$ cat src/rtl/kms_pkg.sv
// Shared encodings for the keyboard/mouse/OSD event scheduler: event types and FSM states.
package kms_pkg;

  typedef enum logic [1:0] {
    KMS_MOUSE_X = 2'd0,
    KMS_MOUSE_Y = 2'd1,
    KMS_KEY     = 2'd2,
    KMS_OSD     = 2'd3
  } kms_type_e;

  typedef enum logic [1:0] {
    ST_IDLE    = 2'd0,
    ST_PRESENT = 2'd1,
    ST_HOLDOFF = 2'd2
  } kms_state_e;

  localparam int KMS_LEVEL_W = 7;

endpackage

$ cat src/rtl/kms_fifo.sv
// First-word fall-through FIFO; head is valid the cycle after a push into an empty FIFO.
// A push into a full FIFO is accepted only when a pop happens in the same cycle.
module kms_fifo #(
  parameter int DEPTH = 8,
  parameter int WIDTH = 8,
  localparam int AW = (DEPTH > 1) ? $clog2(DEPTH) : 1,
  localparam int LW = AW + 1
) (
  input  logic             clk,
  input  logic             rst_n,
  input  logic             push,
  input  logic [WIDTH-1:0] push_data,
  input  logic             pop,
  output logic [WIDTH-1:0] head,
  output logic             full,
  output logic             empty,
  output logic [LW-1:0]    level
);

  logic [WIDTH-1:0] mem [DEPTH];
  logic [AW-1:0]    wr_ptr;
  logic [AW-1:0]    rd_ptr;
  logic             do_push;
  logic             do_pop;

  assign empty   = (level == '0);
  assign full    = (level == LW'(DEPTH));
  assign do_pop  = pop && !empty;
  assign do_push = push && (!full || do_pop);
  assign head    = mem[rd_ptr];

  // Pointers wrap naturally because DEPTH is a power of two.
  always_ff @(posedge clk or negedge rst_n) begin
    if (!rst_n) begin
      wr_ptr <= '0;
      rd_ptr <= '0;
      level  <= '0;
    end else begin
      if (do_push) wr_ptr <= wr_ptr + AW'(1);
      if (do_pop)  rd_ptr <= rd_ptr + AW'(1);
      level <= level + LW'(do_push) - LW'(do_pop);
    end
  end

  always_ff @(posedge clk) begin
    if (do_push) mem[wr_ptr] <= push_data;
  end

endmodule

$ cat src/rtl/kms_event_sched.sv
// Routes SPI keyboard/mouse/OSD events: mouse accumulators, keyboard FIFO with ack/timeout/holdoff FSM.
// Optional OSD pass-through enabled by defining KMS_OSD_EN; otherwise OSD outputs tie to 0.
module kms_event_sched #(
  parameter int FIFO_DEPTH  = 8,
  parameter int HOLDOFF     = 16,
  parameter int ACK_TIMEOUT = 65535
) (
  input  logic       clk_sys,
  input  logic       reset_n,
  input  logic       kms_strobe,
  input  logic [1:0] kms_type,
  input  logic [7:0] kms_data,
  input  logic [2:0] mouse_buttons_in,
  input  logic       kbd_ack,
  input  logic       clr_flags,
  output logic [7:0] mouse_x,
  output logic [7:0] mouse_y,
  output logic [2:0] mouse_btn,
  output logic       kbd_valid,
  output logic [7:0] kbd_code,
  output logic       osd_valid,
  output logic [7:0] osd_code,
  output logic       kbd_overflow,
  output logic       kbd_timeout,
  output logic [6:0] fifo_level
);
  import kms_pkg::*;

  localparam int FAW = (FIFO_DEPTH > 1) ? $clog2(FIFO_DEPTH) : 1;
  localparam int TW  = (ACK_TIMEOUT > 1) ? $clog2(ACK_TIMEOUT) : 1;
  localparam int HW  = (HOLDOFF > 1) ? $clog2(HOLDOFF) : 1;
  localparam kms_state_e AFTER_POP = (HOLDOFF == 0) ? ST_IDLE : ST_HOLDOFF;

  // Assertion is asynchronous; release takes effect on the first clk_sys edge.
  logic rst_sync;
  always_ff @(posedge clk_sys or negedge reset_n) begin
    if (!reset_n) rst_sync <= 1'b0;
    else          rst_sync <= 1'b1;
  end

  kms_type_e  ev_type;
  kms_state_e state;
  logic [TW-1:0] tcnt;
  logic [HW-1:0] hcnt;
  logic       push;
  logic       pop;
  logic       ack_hit;
  logic       to_hit;
  logic       fifo_full;
  logic       fifo_empty;
  logic [7:0] fifo_head;
  logic [FAW:0] fifo_lvl;

  assign ev_type = kms_type_e'(kms_type);
  assign push    = kms_strobe && (ev_type == KMS_KEY);
  assign ack_hit = (state == ST_PRESENT) && kbd_ack;
  assign to_hit  = (ACK_TIMEOUT != 0) && (state == ST_PRESENT) && !kbd_ack &&
                   (tcnt == TW'(ACK_TIMEOUT - 1));
  assign pop     = ack_hit || to_hit;

  kms_fifo #(.DEPTH(FIFO_DEPTH), .WIDTH(8)) u_fifo (
    .clk       (clk_sys),
    .rst_n     (rst_sync),
    .push      (push),
    .push_data (kms_data),
    .pop       (pop),
    .head      (fifo_head),
    .full      (fifo_full),
    .empty     (fifo_empty),
    .level     (fifo_lvl)
  );

  assign fifo_level = KMS_LEVEL_W'(fifo_lvl);

  always_ff @(posedge clk_sys or negedge rst_sync) begin
    if (!rst_sync) begin
      state       <= ST_IDLE;
      kbd_valid   <= 1'b0;
      kbd_code    <= '0;
      kbd_timeout <= 1'b0;
      tcnt        <= '0;
      hcnt        <= '0;
    end else begin
      kbd_timeout <= 1'b0;
      case (state)
        ST_IDLE: begin
          if (!fifo_empty) begin
            kbd_code  <= fifo_head;
            kbd_valid <= 1'b1;
            tcnt      <= '0;
            state     <= ST_PRESENT;
          end
        end
        ST_PRESENT: begin
          if (pop) begin
            kbd_valid   <= 1'b0;
            kbd_timeout <= to_hit;
            hcnt        <= '0;
            state       <= AFTER_POP;
          end else begin
            tcnt <= tcnt + TW'(1);
          end
        end
        ST_HOLDOFF: begin
          if (hcnt == HW'(HOLDOFF - 1)) state <= ST_IDLE;
          else                          hcnt  <= hcnt + HW'(1);
        end
        default: state <= ST_IDLE;
      endcase
    end
  end

  // 8-bit add is the sign-extended add modulo 256.
  always_ff @(posedge clk_sys or negedge rst_sync) begin
    if (!rst_sync) begin
      mouse_x      <= '0;
      mouse_y      <= '0;
      mouse_btn    <= '0;
      kbd_overflow <= 1'b0;
    end else begin
      mouse_btn <= mouse_buttons_in;
      if (kms_strobe && ev_type == KMS_MOUSE_X) mouse_x <= mouse_x + kms_data;
      if (kms_strobe && ev_type == KMS_MOUSE_Y) mouse_y <= mouse_y + kms_data;
      if (push && fifo_full && !pop) kbd_overflow <= 1'b1;
      else if (clr_flags)            kbd_overflow <= 1'b0;
    end
  end

`ifdef KMS_OSD_EN
  always_ff @(posedge clk_sys or negedge rst_sync) begin
    if (!rst_sync) begin
      osd_valid <= 1'b0;
      osd_code  <= '0;
    end else begin
      osd_valid <= kms_strobe && (ev_type == KMS_OSD);
      if (kms_strobe && ev_type == KMS_OSD) osd_code <= kms_data;
    end
  end
`else
  assign osd_valid = 1'b0;
  assign osd_code  = '0;
`endif

endmodule

$ cat config.mk
export PLATFORM = sky130hd
export DESIGN_NAME = kms_event_sched
export DESIGN_NICKNAME = d
export VERILOG_FILES = /design/src/rtl/kms_pkg.sv /design/src/rtl/kms_fifo.sv /design/src/rtl/kms_event_sched.sv
export SDC_FILE = /design/constraint.sdc
export NUM_CORES = 1
export LEC_CHECK = 0
export CAP_MARGIN = 15
export CORE_MARGIN = 4
export CORE_UTILIZATION = 50
export CTS_BUF_LIST = sky130_fd_sc_hd__clkbuf_4
export DETAILED_ROUTE_END_ITERATION = 10
export PLACE_DENSITY = 0.73
export SYNTH_ARGS = -nofsm -noshare
export SYNTH_HDL_FRONTEND = slang
export SYNTH_SLANG_ARGS = --single-unit
$ cat constraint.sdc
create_clock -name clk_sys -period 2.5 [get_ports clk_sys]
set_input_delay 0.75 -clock clk_sys [delete_from_list [all_inputs] [get_ports clk_sys]]
set_output_delay 0.75 -clock clk_sys [all_outputs]
set_load 0.02 [all_outputs]
==> metrics.csv, run 1 <==
metric;value;unit
leading cell type by number of instances after synthesis;edfxtp_1;
top cell type's share of synthesized area;0.318;
setup slack, reg-to-reg;-0.05;ns
maximum vdd drop;0.000753;V
Seq/Total Area, Yosys;0.578;
largest cells by area after synthesis;edfxtp_1, dfrtp_1, mux4_2;
worst slew pin tran;0.823;ns
Starting DRT DRC Count;319;
Post-Place Cells;724;
crit path time final;2.55;ns
final setup violation count;1;
Syn Area/Cell;12.5;sq um
die area;0.0139;sq mm
clk_lat worst skew;0.52;ns
post-layout util;0.647;
Max Cap Viol;0;
critical path endpoint category;flop;
placed inst area;0.00714;sq mm
Power per Cell Area;1040;mW/mm^2
vias in the first global route;4359;
CTS Root Cell;clkbuf_4;
clock slew at reported path FFs;0.12;ns
f_max;392;MHz
combinational power share;0.435;
Net Sw Frac;0.370;
Mapped Cells;483;
Post-Route WL;13.0;mm
Die Wd;118;um
leakage;3.03;nW
Max-slew headroom;0.452;
Hold WS;0.347;ns
hpwl dp;9.27;mm
Vias;4279;
Cell Area, Synth;0.00605;sq mm
Distinct cells, synth;52;
Post-synth EDFFs;64;
CTS H-tree depth;4;
pin count of the biggest net entering global routing;63;
number of synthesized register bits;127;
Clock Skews;0.0173;ns
synth warn;0;
final instance area;0.00751;sq mm
via density per instance;5.64;
Final Max Slew Viols;0;
Main synth FF type;edfxtp_1;
Placement Setup Slack;-0.498;ns
drt pass-1 iters;5;
# IOs;64;
post-route ant nets;0;
Net Sw Power;2.89;mW
failing checks;negative setup slack;
Starting Density;0.521;
area grow syn2layout;24.1;%
layout net count;649;
# DRC;0;
WL/cell;17.2;um
Int Power;4.92;mW
CTS tree;built;
Cell Count, Final, Fillers Out;759;
antenna violations before repair;0;
Reg power frac;0.385;
layout cells sized above 1;0.237;
Port Buffers;51;
site row count;39;
Setup CP Type;flop to flop;
Final WS setup;-0.0524;ns
grt total ovfl;0;
Startpoint Class;flop;
first-pass GRT wire length;21.9;mm
die height;118;um
worst-path fanout max;2;
synth cell count leaders;edfxtp_1, dfrtp_1, o21ai_0;
ys async rst share;0.496;
worst min path class;input pin to async pin;
Clock Tree Buf Depth;2;
Synth area leader;edfxtp_1;
CTS Sinks;127;
power share of the clock group;0.180;
status;complete, but fails checks;
Routability Congestion;0.826;
Req. time, crit path;2.94;ns
Core ar.;0.0116;sq mm
n_diodes;0;
GRT Total Usage;0.200;
TNS Setup;-0.0524;ns
Total Power;7.82;mW
Final period util;1.02;
RSZ-0062 raised after global routing;true;
CTS Buf Count;17;
final hold violations;0;
Worst Path Arrival;2.99;ns
cell type report:
cell class                      instances  area (sq um)
Tap cell                              143           179
Sequential cell                       127          3500
Clock inverter                         13           140
Fill cell                             872          4110
Multi-Input combinational cell        317          2440
Timing Repair Buffer                  118          1020
Inverter                               22          85.1
Clock buffer                           19           143
cells in the final DEF (no fill, tap or decap), types with 6 or more instances in the layout:
cell type / count
buf_4: 65
edfxtp_1: 64
dfrtp_1: 62
clkdlybuf4s50_1: 51
o21ai_0: 44
nand2_1: 42
nor2_1: 21
ha_1: 21
clkbuf_4: 19
inv_1: 17
mux4_2: 16
nand3_1: 13
conb_1: 13
mux2i_1: 11
nand4_1: 10
nor3_1: 10
a21oi_1: 10
xor2_1: 9
o21a_1: 7
a21o_1: 6
worst max-delay path: stages (launching register included):
cell and delay, ns:
dfrtp_1 0.40, inv_1 0.06, ha_2 0.16, nand4_1 0.13, or4_4 0.48, a21oi_4 0.17, nand2_4 0.07, inv_4 0.06
ha_4 0.18, inv_2 0.06, ha_4 0.13, inv_2 0.03, fa_2 0.51, inv_2 0.03
routing by layer:
layer	track usage	vias to the layer above	share of wire
li1	-	2008	-
met1	0.264	2115	0.43
met2	0.327	142	0.50
met3	0.0538	14	0.057
met4	0.0564	0	0.0091
met5	0	-	0
kinds of logic (layout without fill, tap and decap cells):
family / after synthesis / after routing / share of synthesized area
multiplexers: 31 / 31 / 0.0858
other: 2 / 13 / 0.00124
adder cells (fa/ha/maj): 28 / 28 / 0.0616
AO/OA/AOI/OAI: 100 / 100 / 0.104
buffers and inverters: 50 / 172 / 0.0397
AND/OR/NAND/NOR: 131 / 131 / 0.109
flip-flops: 127 / 127 / 0.578
XOR/XNOR: 14 / 14 / 0.0203
what timing repair did:
item,in CTS,in global routing
buffers inserted,2,1
hold buffers,0,0
hold endpoints to repair,0,0
pin swaps,4,3
gates resized for setup,7,10
endpoints found under the setup margin,2,68
power groups by stage:
stage	combinational (mW)	sequential, mW	clock [mW]
after floorplan	1.94	3.18	0
after global placement	3.22	3.03	0
after detailed placement	3.31	3.05	0
after CTS	3.38	3.01	1.45
after global routing	3.76	3.08	1.55
final	3.40	3.01	1.41
final timing paths:
path,from,endpoint,cells after the start
worst max-delay path,tcnt[0],u_fifo.level[1],13
worst min-delay path,reset_n,rst_sync,1
worst max register to register,tcnt[0],u_fifo.level[1],13
worst min register to register,rst_sync,mouse_btn[2],1
max in group asynchronous,rst_sync,kbd_code[3],1
min in group clk_sys,kbd_code[6],kbd_code[6],2
state kept, by name (all words and copies together), names as in the netlist:
signal	cells
u_fifo.wr_ptr	3
kbd_code	8
u_fifo.level	4
rst_sync	1
kbd_valid	1
state	2
hcnt	4
kbd_overflow	1
kbd_timeout	1
u_fifo.mem	64
mouse_btn	3
mouse_y	8
tcnt	16
mouse_x	8
u_fifo.rd_ptr	3
(Power assumes the default switching activity.)
==> run 2: changes to the inputs <==
- PLACE_DENSITY: 0.73 -> 0.76
- clock period: 2.5 -> 2.3 ns (I/O delays scaled with it)
==> run 2 against run 1 <==
Effect of this change: sequential power is 9.6% higher; global-route usage rose by 0.14 points; critical endpoint unchanged; die area unchanged; count of clock-buffer cells in the layout rose by 1; the flow still finishes with violations (negative setup slack); final cell count grew 2.0%; via count is 0.23% higher; final area rose by 3.6%; total power rose by 12%; critical path depth did not move; flip-flop and latch count stayed put; largest cell class unchanged; clock power rose by 7%.
==> metrics.csv, run 2 (same netlist as run 1, synthesis figures left out) <==
metric;value;unit;change
most frequent cells in the layout;buf_4, edfxtp_1, dfrtp_1;;
status;complete, but fails checks;;
Worst Path Arrival;2.94;ns;-0.05 ns
Fillers;855;;-1.9%
Post-Route WL;13.2;mm;+1.7%
n_diodes;0;;unchanged
clock slew at reported path FFs;0.10;ns;-0.02 ns
Starting Density;0.521;;unchanged
CTS Buf Count;17;;unchanged
Startpoint Class;flop;;
first-pass GRT wire length;22.3;mm;+1.6%
Clock Skews;0.0119;ns;-0.00541 ns
maximum vdd drop;0.000779;V;+3.4%
worst slew pin tran;0.834;ns;+0.0110 ns
vias in the first global route;4498;;+3.2%
Final period util;1.10;;+0.0769
CTS tree;built;;
Final Max Slew Viols;0;;unchanged
worst min path class;input pin to async pin;;
worst path cell trace;inv_2 > ha_4 > nand4_1 > or4_4 > a21oi_4 > nand2_4 > inv_2 > ha_4 > inv_4 > ha_4 > inv_2 > fa_2 > inv_2;;
Largest register FFs;64;;unchanged
final hold violations;0;;unchanged
Core ar.;0.0116;sq mm;unchanged
WL/cell;17.1;um;-0.30%
Setup CP Type;flop to flop;;
crit path time final;2.53;ns;-0.0272 ns
Final WS setup;-0.225;ns;-0.173 ns
CTS Root Cell;clkbuf_4;;
crit-path most repeated cell;inv_2;;
die height;118;um;unchanged
Routability Congestion;0.842;;+1.9%
CP top delay family;adder cells;;
Vias;4289;;+0.23%
via density per instance;5.54;;-1.7%
TNS Setup;-2.35;ns;-2.30 ns
CTS H-tree depth;4;;unchanged
Largest regs;u_fifo.mem (64), tcnt (16);;
# IOs;64;;unchanged
clk_lat worst skew;0.51;ns;about the same
area grow syn2layout;28.5;%;
antenna violations before repair;0;;unchanged
Port Buffers;51;;unchanged
failing checks;negative setup slack;;
post-route ant nets;0;;unchanged
post-layout util;0.670;;+0.0232
multi-input logic area;0.00253;sq mm;+3.5%
pin count of the biggest net entering global routing;63;;unchanged
drt pass-1 iters;4;;-1
Starting DRT DRC Count;293;;-8.2%
worst-path fanout max;2;;unchanged
f_max;396;MHz;+1.1%
# DRC;0;;unchanged
Critical path buffers and inverters;5;;unchanged
Die Wd;118;um;unchanged
CTS Sinks;127;;unchanged
grt total ovfl;0;;unchanged
commonest non-fill, non-tap cell in the layout;buf_4;;
hpwl dp;9.60;mm;+3.6%
GRT Total Usage;0.201;;+0.00141
Max Cap Viol;0;;unchanged
Max-slew headroom;0.444;;-0.00735
Power per Cell Area;1120;mW/mm^2;+8.0%
CP max stage delay;0.52;ns;about the same
Req. time, crit path;2.71;ns;-0.23 ns
critical path's slowest cell;fa_2;;
final setup violation count;44;;+43
sequential cell area;0.00350;sq mm;unchanged
leakage;3.28;nW;+8.5%
layout net count;664;;+2.3%
die area;0.0139;sq mm;unchanged
Top reg by flops;u_fifo.mem;;
layout cells sized above 1;0.257;;+0.0197
Clock Tree Buf Depth;2;;unchanged
RSZ-0062 raised after global routing;true;;
site row count;39;;unchanged
critical path endpoint category;flop;;
-- run 2: cell count changes in the layout (fill, tap and decap cells not counted), moves of 3 or more --
cell             change
buf_12               +3
buf_4                +9
buf_6                +3
clkdlybuf4s50_1     -17
clkinv_1             +6
clkinv_4             -3
dlygate4sd2_1        +5
dlymetal6s2s_1      +12
nor3b_2              -4
nor3b_4              +4
-- run 2: final cells by class --
cell class	count	area share
Inverter	22	0.0113
Multi-Input combinational cell	317	0.325
Timing Repair Buffer	133	0.155
Clock inverter	12	0.0164
Tap cell	143	0.0230
Sequential cell	127	0.450
Clock buffer	20	0.0193
-- run 2: final timing paths --
path / start / to / slack, ns / cells past startpoint
max: tcnt[0] / u_fifo.level[1] / -0.23 / 13
max in group asynchronous: rst_sync / mouse_x[3] / 1.30 / 1
max reg2reg: tcnt[0] / u_fifo.level[1] / -0.23 / 13
min: reset_n / rst_sync / 0.31 / 1
min reg2reg: rst_sync / u_fifo.level[3] / 0.42 / 1
min in group clk_sys: kbd_code[0] / kbd_code[0] / 0.48 / 2
-- run 2: metrics by stage --
step	instances	instance area (sq um)	worst slack [ns]	hold slack [ns]	power, mW
2_1_floorplan	494	6210	-0.276	0.394	5.65
3_3_place_gp	736	7330	-0.653	0.467	6.97
3_5_place_dp	736	7330	-0.726	0.470	7.12
4_1_cts	773	7690	-0.264	0.256	8.71
6_report	774	7780	-0.225	0.309	8.75
5_1_grt	774	7780	-0.347	0.248	9.37
-- run 2: metal layers --
layer  share of wire  routed length [um]  GRT usage
met4          0.0083                 110     0.0601
met5               0                   0          0
met3           0.064                 854     0.0557
met2            0.49                6420      0.321
met1            0.44                5850      0.271
-- run 2: power by group --
part	internal, mW	switching (mW)
clock	0.764	0.750
sequential	2.81	0.492
combinational	2.02	1.91
-- run 2: timing repair --
item | 4_1_cts | 5_1_grt
setup buffers | 5 | 1
pin swaps | 8 | 5
hold buffers | 0 | 0
cloned | 0 | 0
endpoints found under the hold margin | 0 | 0
endpoints found under the setup margin | 73 | 85
resized for setup | 16 | 23
